### src/rtl/pipelined_rotate_right_shifter_pkg.sv
// Shared parameter set of the rotate-left/rotate-right units and the mapping
// from pipeline stage index to the shift bit that stage applies.
package pipelined_rotate_right_shifter_pkg;

  localparam int ROT_DATA_WIDTH  = 8;
  localparam int ROT_SHIFT_WIDTH = $clog2(ROT_DATA_WIDTH);

  // Stage 0 sits on the input side and applies the MSB; the last stage applies the LSB.
  function automatic int stage_shift_bit(input int stage, input int n_stages);
    return n_stages - 1 - stage;
  endfunction

  // One stage slice carries a valid bit, the data word and the captured shift amount.
  function automatic int stage_pipe_width(input int data_width, input int shift_width);
    return 1 + data_width + shift_width;
  endfunction

endpackage

### src/rtl/rotate_right_shifter.sv
// Combinational single rotate stage: rotate right by the fixed amount N when shift is set.
module rotate_right_shifter
  import pipelined_rotate_right_shifter_pkg::*;
#(
  parameter int DATA_WIDTH = ROT_DATA_WIDTH,
  parameter int N          = 1
) (
  input  logic                  shift,
  input  logic [DATA_WIDTH-1:0] data,
  output logic [DATA_WIDTH-1:0] rotated
);

  // N is a power of two strictly below DATA_WIDTH, so both slices are non-empty.
  always_comb begin
    rotated = data;
    if (shift) begin
      rotated = {data[N-1:0], data[DATA_WIDTH-1:N]};
    end else begin
      rotated = data;
    end
  end

endmodule

### src/rtl/pipelined_rotate_right_shifter.sv
// Back-pressured rotate-right barrel shifter: one log2 rotate step per pipeline
// register, valid/ready on both sides, one word per cycle.
module pipelined_rotate_right_shifter
  import pipelined_rotate_right_shifter_pkg::*;
#(
  parameter int DATA_WIDTH         = ROT_DATA_WIDTH,
  parameter int SHIFT_WIDTH        = $clog2(DATA_WIDTH),
  parameter int NO_OF_SHIFT_STAGES = SHIFT_WIDTH
) (
  input  logic                   CLK,
  input  logic                   RST,
  input  logic                   IVALID,
  output logic                   IREADY,
  input  logic [DATA_WIDTH-1:0]  IDATA,
  input  logic [SHIFT_WIDTH-1:0] N_SHIFT,
  output logic                   OVALID,
  input  logic                   OREADY,
  output logic [DATA_WIDTH-1:0]  ODATA,
  output logic                   BUSY
);

  localparam int DW  = DATA_WIDTH;
  localparam int SW  = SHIFT_WIDTH;
  localparam int NSS = NO_OF_SHIFT_STAGES;

  logic [NSS-1:0]    vld_r;
  logic [NSS*DW-1:0] data_r;
  logic [NSS*SW-1:0] shamt_r;

  logic [NSS-1:0]    rdy_s;
  logic [NSS-1:0]    up_vld_s;
  logic [NSS*DW-1:0] up_data_s;
  logic [NSS*SW-1:0] up_shamt_s;
  logic [NSS*DW-1:0] rot_s;

  for (genvar s = 0; s < NSS; s++) begin : g_stage
    localparam int BIT = stage_shift_bit(s, NSS);

    if (s == 0) begin : g_in
      assign up_vld_s[s]             = IVALID;
      assign up_data_s[s*DW +: DW]   = IDATA;
      assign up_shamt_s[s*SW +: SW]  = N_SHIFT;
    end else begin : g_link
      assign up_vld_s[s]             = vld_r[s-1];
      assign up_data_s[s*DW +: DW]   = data_r[(s-1)*DW +: DW];
      assign up_shamt_s[s*SW +: SW]  = shamt_r[(s-1)*SW +: SW];
    end

    // A stage is free unless it and every stage after it are full while the consumer stalls.
    assign rdy_s[s] = OREADY | ~(&vld_r[NSS-1:s]);

    rotate_right_shifter #(
      .DATA_WIDTH (DW),
      .N          (1 << BIT)
    ) u_rot (
      .shift   (up_shamt_s[s*SW + BIT]),
      .data    (up_data_s[s*DW +: DW]),
      .rotated (rot_s[s*DW +: DW])
    );
  end

  // Stage slices: valid follows upstream when free; payload only loads on a real word.
  always_ff @(posedge CLK) begin
    if (RST) begin
      vld_r   <= '0;
      data_r  <= '0;
      shamt_r <= '0;
    end else begin
      for (int s = 0; s < NSS; s++) begin
        if (rdy_s[s]) begin
          vld_r[s] <= up_vld_s[s];
        end
        if (rdy_s[s] && up_vld_s[s]) begin
          data_r[s*DW +: DW]  <= rot_s[s*DW +: DW];
          shamt_r[s*SW +: SW] <= up_shamt_s[s*SW +: SW];
        end
      end
    end
  end

  // The last stage's captured shift amount has no consumer.
  logic unused_shamt_s;
  assign unused_shamt_s = ^shamt_r[(NSS-1)*SW +: SW];

  assign IREADY = rdy_s[0];
  assign OVALID = vld_r[NSS-1];
  assign ODATA  = data_r[(NSS-1)*DW +: DW];
  assign BUSY   = |vld_r;

endmodule

### config.mk
export PLATFORM = sky130hd
export DESIGN_NAME = pipelined_rotate_right_shifter
export DESIGN_NICKNAME = d
export VERILOG_FILES = /design/src/rtl/pipelined_rotate_right_shifter_pkg.sv /design/src/rtl/rotate_right_shifter.sv /design/src/rtl/pipelined_rotate_right_shifter.sv
export SDC_FILE = /design/constraint.sdc
export NUM_CORES = 1
export LEC_CHECK = 0
export CAP_MARGIN = 20
export CORE_ASPECT_RATIO = 1.4
export CORE_MARGIN = 2
export CORE_UTILIZATION = 57
export DETAILED_ROUTE_END_ITERATION = 10
export GPL_TIMING_DRIVEN = 0
export PLACE_DENSITY_LB_ADDON = 0.25
export SLEW_MARGIN = 20
export SYNTH_ARGS = -nofsm -noshare
export SYNTH_HDL_FRONTEND = slang
export SYNTH_HIERARCHICAL = 1
export SYNTH_SLANG_ARGS = --single-unit
### constraint.sdc
create_clock -name CLK -period 1.9 [get_ports CLK]
set_input_delay 0.38 -clock CLK [delete_from_list [all_inputs] [get_ports CLK]]
set_output_delay 0.38 -clock CLK [all_outputs]
set_load 0.01 [all_outputs]
## After elaboration in Yosys (flattened, before gate mapping)

Cells that the tools add are included.

| word-level totals | value |
|---|---|
| logic and storage cells | 23 |
| flip-flop bits (word level) | 30 |
| input port bits | 15 |
| output and inout bits | 11 |

| cells by class | value |
|---|---|
| bitwise gates (word level) | 6 |
| multiplexer cells | 3 |
| reductions and logical operators | 6 |

Operators with widths:

| cell | number |
|---|---|
| 2-to-1 mux 8 bit | 3 |
| logical AND 1 bit | 3 |
| inverter 1 bit | 3 |
| OR 1 bit | 3 |
| AND reduction 3 bit | 1 |
| OR reduction 3 bit | 1 |
| AND reduction 2 bit | 1 |

## Longest topological paths before layout

Gate-level depths: netlist of run 1.

| depth | value |
|---|---|
| depth after elaboration | 4 |
| gate-level depth with buffers | 5 |
| gate-level depth less buffers | 3 |

## Hierarchy

The synthesis of run 1 kept the hierarchy.

Modules (own cells, without submodules):

| module | instances | area each (um^2) | cells an instance | seq. area each (um^2) |
|---|---|---|---|---|
| pipelined_rotate_right_shifter | 1 | 1321.3 | 142 | 600.6 |
| rotate_right_shifter | 3 | 131.4 | 9 | 0.0 |

## Worst setup path after synthesis of run 1

OpenSTA, ideal clock, no wires.

| path | value |
|---|---|
| path kind | register to output |
| from | register vld_r[1] |
| to | output BUSY |
| setup slack | 614 ps |
| arrival time | 906 ps |
| path buffers | 1 |
| data required time | 1520 ps |
| stages on the path, launching flop included | 3 |
| cells stage by stage | dfxtp_1 -> clkbuf_1 -> or3_1 |

| between the ends | value |
|---|---|
| cells in the longest elaborated chain, start to end | 1 |

RTL lines:

| element | line | text |
|---|---|---|
| start, declared | pipelined_rotate_right_shifter.sv:26 | `logic [NSS-1:0] vld_r;` |
| start signal, assigned by index | pipelined_rotate_right_shifter.sv:71 | `vld_r[s] <= up_vld_s[s];` |
| OR reduction 3 bit | pipelined_rotate_right_shifter.sv:88 | `assign BUSY = \|vld_r;` |
| end, declared | pipelined_rotate_right_shifter.sv:19 | `output logic BUSY` |

Every way passes these cells.

## Final worst setup path of run 1

Ends and elaborated chain as after synthesis.

==> flow_metrics.tcl, run 1 <==
set metrics [dict create \
    outcome "finished clean" \
    worstPathMaxFanout 10 \
    antenna_found_initial 0 \
    p_comb_frac 0.142 \
    post_synth.cell_area_avg_um2 10.2 \
    grt_pass1_vias 1188 \
    whs_path_depth 2 \
    timing.slew.headroom 0.724 \
    port_buffers 23 \
    insertion_delay_ns 0.29 \
    p_leak_nw 0.810 \
    endpoint_kind "output pin" \
    wl_per_cell_um 12.9 \
    rows 23 \
    die_y_um 68.9 \
    final_antenna_net_count 0 \
    power_density_mw_per_mm2 663 \
    yosys_warnings 6 \
    place_congestion 0.781 \
    dr.pass1.iters 4 \
    chipWidth_um 50.4 \
    rrSetupSlack_ns 0.64 \
    synth_area_mm2 0.00172 \
    fin_nets 217 \
    hold_buffers 0 \
    finalWirelength_um 3090 \
    numCtsBuffers 5 \
    fp.dieArea_mm2 0.00347 \
    fin_crit_sh 0.964 \
    seqCellArea_um2 601 \
    critPathKind "reg2out" \
    fin_skew_ns 0.00126 \
    switching_share 0.237 \
    fmax_ghz 0.546 \
    route.detailed.drc 0 \
    power_frac_seq 0.479 \
    yosysSeqAreaShare 0.350 \
    post-route-util 0.733 \
    cp.required_ns 1.52 \
    final_cell_mix "dfxtp_1 (30), nand2b_1 (28), mux2_4 (24)" \
    vias_per_cell 5.32 \
    synthCells 169 \
    tightestPinTransition_ns 0.413 \
    hpwlAfterDp_um 2400 \
    startpoint_type "register" \
    ys_types 20 \
    cap_violations 0 \
    cts_tree "built" \
    num-fill-cells 216 \
    cts.sinks 30 \
    h-tree-depth 2 \
    clock_path_buffers 2 \
    grt_max_degree 11 \
    overflow 0 \
    final-setup-viol-count 0 \
    p_switching_w 0.000332 \
    area_growth_pct 23.0 \
    multi_input_area_um2 943 \
    coreArea_mm2 0.00288 \
    rsz0062_at_grt "false" \
    ioPinCount 26 \
    dp.cells 229 \
    hold_ws_ns 0.475 \
    ys_seq_elements 30 \
    hold_viol 0 \
    power.internal_w 0.00107 \
    syn-num-nets 184 \
    worstRegToRegCells 5 \
    pwr-share-clk 0.379 \
    finalInstanceArea_mm2 0.00211 \
    period_minus_slack_ns 1.83 \
    final_cells 240 \
    drt_iter0_drc 39 \
    drive_above_1_share 0.266 \
    vdd_drop_max_mv 0.575 \
    grt_first_pass_wirelength_um 5050 \
    tns_ns 0 \
    placed_cell_area_mm2 0.00199 \
    start_util 0.596 \
    critical_path_arrival_ns 1.45 \
    antennaDiodeCount 0 \
    track_usage 0.200 \
    vias 1276 \
    layout_commonest_cell "dfxtp_1" \
    hold_class "reg2reg" \
    final_max_slew_viol_count 0 \
    clk_pin_slew_worst_paths_ns 0.06 \
    cts-root-buf "clkbuf_8" \
]
-- state kept, by name (all words and copies together), names as in the netlist --
| signal | cells |
|---|---|
| data_r | 24 |
| shamt_r | 3 |
| vld_r | 3 |
-- critical path, stage by stage, from the launching register on --
cell and delay (ns):
dfxtp_1 0.34, clkbuf_4 0.19, or3_1 0.34, dlygate4sd2_1 0.29
-- per-stage QoR --
stage / total power [W] / worst slack, ns
6_report: 0.00140 / 0.0693
5_1_grt: 0.00145 / 0.0178
4_1_cts: 0.00141 / 0.0357
3_5_place_dp: 0.000884 / -0.366
3_3_place_gp: 0.000875 / -0.356
2_1_floorplan: 0.000823 / 0.614
-- per-layer routing --
metal | global-route usage | routed length [µm] | up-vias
li1 | - | - | 648
met1 | 0.165 | 1130 | 595
met2 | 0.418 | 1780 | 27
met3 | 0.0474 | 102 | 6
met4 | 0.122 | 72 | 0
met5 | 0 | 0 | -
-- final cells by class --
type,instances,share of cell area
multi-input cells,114,0.447
plain buffers,23,0.0824
clock inverters,1,0.00237
well taps,37,0.0219
repair buffers,26,0.117
flip-flops and latches,30,0.285
clock buffers,7,0.0409
inverters,2,0.00356
-- power by group through the flow --
stage               clock, W  combinational, W  sequential (W)
detailed placement         0          0.000199        0.000684
global route        0.000567          0.000214        0.000672
CTS                 0.000543          0.000199        0.000671
global placement           0          0.000193        0.000683
finish              0.000530          0.000198        0.000670
floorplan                  0          0.000144        0.000680
-- kinds of logic after synthesis --
group / Yosys count / share of synthesized area
and+or+nand+nor: 51 / 0.196
muxes: 33 / 0.263
buffers and inverters: 25 / 0.0999
AOI/OAI and AO/OA: 30 / 0.0912
DFF: 30 / 0.350
-- synth_stat cells (all sizes together) --
| cell | n | area (µm²) |
|---|---|---|
| or3 | 1 | 6.26 |
| buf | 17 | 141 |
| nand3 | 8 | 40.0 |
| o21ai | 18 | 90.1 |
| nor2b | 1 | 8.76 |
| mux2i | 9 | 90.1 |
| clkbuf | 6 | 22.5 |
| nand4b | 11 | 96.3 |
| mux2 | 24 | 360 |
| nand2b | 28 | 175 |
| and2 | 1 | 6.26 |
| dfxtp | 30 | 601 |
| a21boi | 1 | 11.3 |
| nor2 | 1 | 3.75 |
| a21oi | 11 | 55.1 |
| inv | 2 | 7.51 |
-- worst paths after layout --
path         startpoint         end
max            vld_r[1]        BUSY
min          data_r[18]  data_r[18]
max reg2reg    vld_r[2]  shamt_r[1]
min reg2reg  data_r[18]  data_r[18]
-- what timing repair did --
action | CTS | global route
cloned | 0 | 0
endpoints found under the setup margin | 2 | 1
gates resized for setup | 7 | 1
buffers inserted | 1 | 2
Power figures use the tool's default switching activity.
==> run 2, diff against run 1 <==
Settings changed: CORE_UTILIZATION 57 to 35.
==> run 2 against run 1 <==
Sequential power barely moved. Core utilization fell by 29 points. First-iteration DRC count fell by 59%. Setup slack improved by 0.019 ns. Die area rose by 58%. Flip-flop and latch count did not move. Global-route usage fell by 7.8 points. Via count fell by 4.3%. Critical path type unchanged. Total power fell by 0.46%.
==> flow_metrics.tcl, run 2 (synthesis gave the netlist of run 1 again) <==
set metrics [dict create \
    startpoint_type "register" \
    hold_ws_ns 0.473 \
    hpwlAfterDp_um 2330 \
    finalInstanceArea_mm2 0.00213 \
    top_regs "data_r: 24 flops, shamt_r: 3 flops, vld_r: 3 flops" \
    cts_tree "built" \
    final_antenna_net_count 0 \
    critPathKind "reg2out" \
    worstPathMaxFanout 10 \
    cts.sinks 30 \
    die_y_um 86.8 \
    drive_above_1_share 0.254 \
    h-tree-depth 2 \
    fin_nets 215 \
    num-fill-cells 513 \
    fin_crit_sh 0.953 \
    outcome "finished clean" \
    layout_commonest_cell "dfxtp_1" \
    cts-root-buf "clkbuf_8" \
    hold_buffers 0 \
    grt_max_degree 11 \
    p_leak_nw 0.801 \
    fmax_ghz 0.552 \
    final_max_slew_viol_count 0 \
    tightestPinTransition_ns 0.416 \
    vdd_drop_max_mv 0.343 \
    critPathMaxStageDelay_ns 0.34 \
    rows 30 \
    grt_first_pass_wirelength_um 5260 \
    worst_path_max_delay_cell "dfxtp_1" \
    chipWidth_um 63.2 \
    placed_cell_area_mm2 0.00203 \
    ioPinCount 26 \
    vias 1221 \
    clock_path_buffers 2 \
    cap_violations 0 \
    antenna_found_initial 0 \
    critPathTopFamily "buffers and inverters" \
    cp_num_buf_inv 2 \
    insertion_delay_ns 0.28 \
    hold_end "data_r[18]" \
    hp-start "data_r[18]" \
    rsz0062_at_grt "false" \
    area_growth_pct 24.2 \
    final_cell_mix "dfxtp_1 (30), nand2b_1 (28), mux2_4 (24)" \
    worstReg2RegStart "vld_r[2]" \
    route.detailed.drc 0 \
    place_congestion 0.738 \
    power_density_mw_per_mm2 654 \
    coreArea_mm2 0.00477 \
    rrSetupSlack_ns 0.62 \
    drt_iter0_drc 16 \
    hold_class "reg2reg" \
    timing.slew.headroom 0.723 \
    cp.required_ns 1.52 \
    finalWirelength_um 2970 \
    overflow 0 \
    track_usage 0.123 \
    clk_pin_slew_worst_paths_ns 0.06 \
    wl_per_cell_um 11.2 \
    whs_path_depth 2 \
    antennaDiodeCount 0 \
    critical_path_arrival_ns 1.43 \
    dr.pass1.iters 4 \
    final-setup-viol-count 0 \
    worstRegToRegCells 5 \
    period_minus_slack_ns 1.81 \
    vias_per_cell 4.61 \
    regMostFlops "data_r" \
    port_buffers 23 \
    hold_viol 0 \
    fp.dieArea_mm2 0.00548 \
    r2r-end "data_r[0]" \
    fin_skew_ns 0.00240 \
    endpoint_kind "output pin" \
    numCtsBuffers 5 \
    start_util 0.360 \
    grt_pass1_vias 1211 \
    path_cells "clkbuf_4 -> or3_1 -> dlygate4sd2_1" \
    largest_reg_flops 24 \
]
run 2: changes by cell type in the layout (fill, tap and decap cells not counted), sizes merged:
cell,change
clkbuf,-1
dlygate4sd2,+2
clkdlybuf4s50,-1
buf,-2
run 2: what timing repair did:
action | 4_1_cts | 5_1_grt
buffers inserted | 1 | 0
setup endpoints to repair | 2 | 0
resized for setup | 7 | 0
run 2: worst max-delay path by stage:
stage / startpoint / end / slack [ns] / cells after the start
2_1_floorplan: vld_r[1] / BUSY / 0.61 / 2
3_3_place_gp: OREADY / IREADY / -0.40 / 4
3_5_place_dp: OREADY / IREADY / -0.41 / 4
4_1_cts: vld_r[1] / BUSY / 0.07 / 3
5_1_grt: vld_r[1] / BUSY / 0.02 / 3
6_report: vld_r[1] / BUSY / 0.09 / 3
run 2: cell type report:
class,count,area [µm²],area share
Buffer,23,174,0.0816
Clock buffer,7,86.3,0.0405
Clock inverter,1,5.00,0.00235
Inverter,2,7.51,0.00352
Multi-Input combinational cell,114,943,0.443
Sequential cell,30,601,0.282
Tap cell,64,80.1,0.0376
Timing Repair Buffer,24,234,0.110
run 2: through the flow:
| step | worst slack, ns | std cells | power [W] | TNS (ns) | util |
|---|---|---|---|---|---|
| finish | 0.0886 | 265 | 0.00139 | 0 | 0.447 |
| global route | 0.0245 | 265 | 0.00146 | 0 | 0.447 |
| CTS | 0.0742 | 265 | 0.00142 | 0 | 0.447 |
| detailed placement | -0.408 | 256 | 0.000884 | -0.408 | 0.425 |
| global placement | -0.397 | 256 | 0.000880 | -0.397 | 0.425 |
| floorplan | 0.614 | 169 | 0.000823 | 0 | - |
run 2: report_power, final:
group	switching (W)	leakage, nW	internal (W)
Combinational	0.0000724	0.508	0.000122
Sequential	0.0000174	0.245	0.000653
Clock	0.000237	0.0482	0.000292
run 2: metal layers:
| layer | wire length (µm) | vias to the layer above | global-route usage |
|---|---|---|---|
| met5 | 0 | - | 0 |
| met4 | 48 | 0 | 0.0485 |
| li1 | - | 641 | - |
| met2 | 1650 | 25 | 0.244 |
| met1 | 1150 | 550 | 0.113 |
| met3 | 121 | 5 | 0.0390 |
run 2: tightest hold or removal path, stage by stage, from the launching register on:
cell     delay [ns]
dfxtp_1        0.30
o21ai_0        0.06
a21oi_1        0.06
==> run 3, diff against run 2 <==
Settings changed: CORE_ASPECT_RATIO 1.4 to 1.25, SYNTH_HIERARCHICAL 1 to not set.
==> run 3 against run 2 <==
Non-clock buffer count grew 5. Largest power group unchanged. Flip-flop and latch count stayed put. Highest routed layer unchanged. Total power is 1.2% higher. Synthesized area is 11% lower. Clock-buffer cell count is the same. Via count fell by 5.8%. Fmax decreased by 0.21%. Final cell count fell by 10%. Critical endpoint unchanged.
==> flow_metrics.tcl, run 3 <==
set metrics [dict create \
    fp.dieArea_mm2 0.00494 \
    hold_class "reg2reg" \
    finalWirelength_um 3020 \
    drt_iter0_drc 30 \
    wl_per_cell_um 12.7 \
    vias_per_cell 4.83 \
    tns_ns 0 \
    synthMuxAreaShare 0.163 \
    power.internal_w 0.00105 \
    syn-num-nets 160 \
    synth_async_sr_flop_share 0 \
    outcome "finished clean" \
    post-route-util 0.474 \
    tightestPinTransition_ns 0.715 \
    setup_slack_ns 0.0847 \
    drive_above_1_share 0.313 \
    grt_use_met1 0.160 \
    grt_pass1_vias 1129 \
    critPathTopFamily "buffers and inverters" \
    path_cells "clkbuf_4 -> or3_1 -> dlygate4sd2_1" \
    rsz0062_at_grt "false" \
    final_max_slew_viol_count 0 \
    start_util 0.369 \
    port_buffers 24 \
    critPathMaxStageDelay_ns 0.34 \
    rows 26 \
    ys_top_cells_by_area "dfxtp_1 (39%), a211oi_2 (20%), mux2i_1 (16%)" \
    busiest_layer "met2" \
    dp_slack_ns -0.402 \
    worstRegToRegCells 6 \
    clock_path_buffers 2 \
    yosys.area.top_type "dfxtp_1" \
    final_antenna_net_count 0 \
    insertion_delay_ns 0.28 \
    die_y_um 78.0 \
    multi_input_area_um2 783 \
    dr.pass1.iters 4 \
    vias 1150 \
    vdd_drop_max_mv 0.360 \
    p_comb_frac 0.173 \
    power_frac_seq 0.494 \
    hold_viol 0 \
    place_congestion 0.761 \
    use_met2 0.232 \
    critical_path_arrival_ns 1.44 \
    fin_skew_ns 0.00252 \
    synth_edf_count 0 \
    p_leak_nw 0.706 \
    synthAdderAreaFrac 0 \
    synthCells 145 \
    num-fill-cells 447 \
    top_regs "data_r: 24 flops, shamt_r: 3 flops, vld_r: 3 flops" \
    cts-root-buf "clkbuf_8" \
    dp.cells 225 \
    ioPinCount 26 \
    hpwlAfterDp_um 2200 \
    placed_cell_area_mm2 0.00185 \
    finalInstanceArea_mm2 0.00197 \
    final-setup-viol-count 0 \
    cp_num_buf_inv 2 \
    synthTopCellsByCount "dfxtp_1 (30), a21oi_1 (28), mux2i_1 (25)" \
    numCtsBuffers 5 \
    endpoint_kind "output pin" \
    area_growth_pct 28.4 \
    synth_most_common_cell "dfxtp_1" \
    pwr-share-clk 0.333 \
    critPathKind "reg2out" \
    fin_nets 197 \
    synth_xor_area_frac 0 \
    fin_crit_sh 0.955 \
    regMostFlops "data_r" \
    antennaDiodeCount 0 \
    h-tree-depth 2 \
    grt_max_degree 11 \
    ys_seq_elements 30 \
    yosys.area_share.simple 0.0505 \
    route.detailed.drc 0 \
    yosysSeqAreaShare 0.391 \
    ys_types 19 \
    cap_violations 0 \
    fmax_ghz 0.551 \
    cts_tree "built" \
    whs_path_depth 2 \
    timing.slew.headroom 0.523 \
    layout_commonest_cell "dfxtp_1" \
    chipWidth_um 63.2 \
    final_cell_mix "dfxtp_1 (30), a21oi_1 (28), mux2i_1 (25)" \
    period_minus_slack_ns 1.82 \
    largest_reg_flops 24 \
    hold_buffers 0 \
    track_usage 0.139 \
    ys.flop_type "dfxtp_1" \
    cp.required_ns 1.52 \
    yosys_warnings 0 \
    cts.sinks 30 \
    antenna_found_initial 0 \
    seqCellArea_um2 601 \
    worst_path_max_delay_cell "dfxtp_1" \
    path_depth 3 \
    synth_compound_area_frac 0.297 \
    power_density_mw_per_mm2 714 \
    synth_top_family_by_area "compound AO/OA/AOI/OAI gates" \
    grt_first_pass_wirelength_um 5360 \
    synth_top_area_frac 0.391 \
    final_cells 238 \
    overflow 0 \
    synth_area_mm2 0.00154 \
    grt.met3_usage 0.0473 \
    post_synth.cell_area_avg_um2 10.6 \
    switching_share 0.255 \
    worstPathMaxFanout 10 \
    p_switching_w 0.000359 \
    startpoint_type "register" \
    clk_pin_slew_worst_paths_ns 0.06 \
    coreArea_mm2 0.00416 \
]
run 3: per-stage QoR:
step	hold WS (ns)	total power, W
2_1_floorplan	0.450	0.000871
3_3_place_gp	0.471	0.000950
3_5_place_dp	0.471	0.000954
4_1_cts	0.480	0.00143
5_1_grt	0.519	0.00150
6_report	0.475	0.00141
run 3: metal layers:
metal	share of wire	up-vias	wire length, µm
met3	0.047	7	141
met4	0.023	0	68
met1	0.44	522	1320
met2	0.49	25	1490
met5	0	-	0
li1	-	596	-
run 3: layout make-up:
| cell class | instances | area share |
|---|---|---|
| Buffer | 22 | 0.0768 |
| Tap cell | 56 | 0.0355 |
| Multi-Input combinational cell | 90 | 0.397 |
| Inverter | 3 | 0.00571 |
| Sequential cell | 30 | 0.305 |
| Clock buffer | 7 | 0.0387 |
| Timing Repair Buffer | 30 | 0.141 |
run 3: kinds of logic after synthesis:
family / after synthesis
muxes: 25
and+or+nand+nor: 11
DFF: 30
buffers and inverters: 25
AOI/OAI and AO/OA: 54
run 3: worst reg2reg max path: stages (launching register included):
cell and delay [ns]:
dfxtp_1 0.40, nand4b_1 0.20, buf_6 0.18, buf_4 0.13, buf_4 0.14, a21oi_1 0.18
a211oi_2 0.06
run 3: power groups by stage:
stage / clock network [W] / logic (W) / registers (W)
2_1_floorplan: 0 / 0.000169 / 0.000702
3_5_place_dp: 0 / 0.000245 / 0.000709
3_3_place_gp: 0 / 0.000243 / 0.000708
6_report: 0.000469 / 0.000244 / 0.000696
5_1_grt: 0.000526 / 0.000268 / 0.000701
4_1_cts: 0.000490 / 0.000247 / 0.000696
run 3: final timing paths:
check	from	end	slack (ns)
setup / recovery	vld_r[1]	BUSY	0.08
hold reg to reg	shamt_r[0]	shamt_r[0]	0.48
setup reg to reg	vld_r[2]	data_r[3]	0.48
hold / removal	shamt_r[0]	shamt_r[0]	0.48
run 3: repair_timing:
action                     CTS  global route
setup endpoints to repair    2             1
setup buffers                1             5
gates resized for setup      8             1
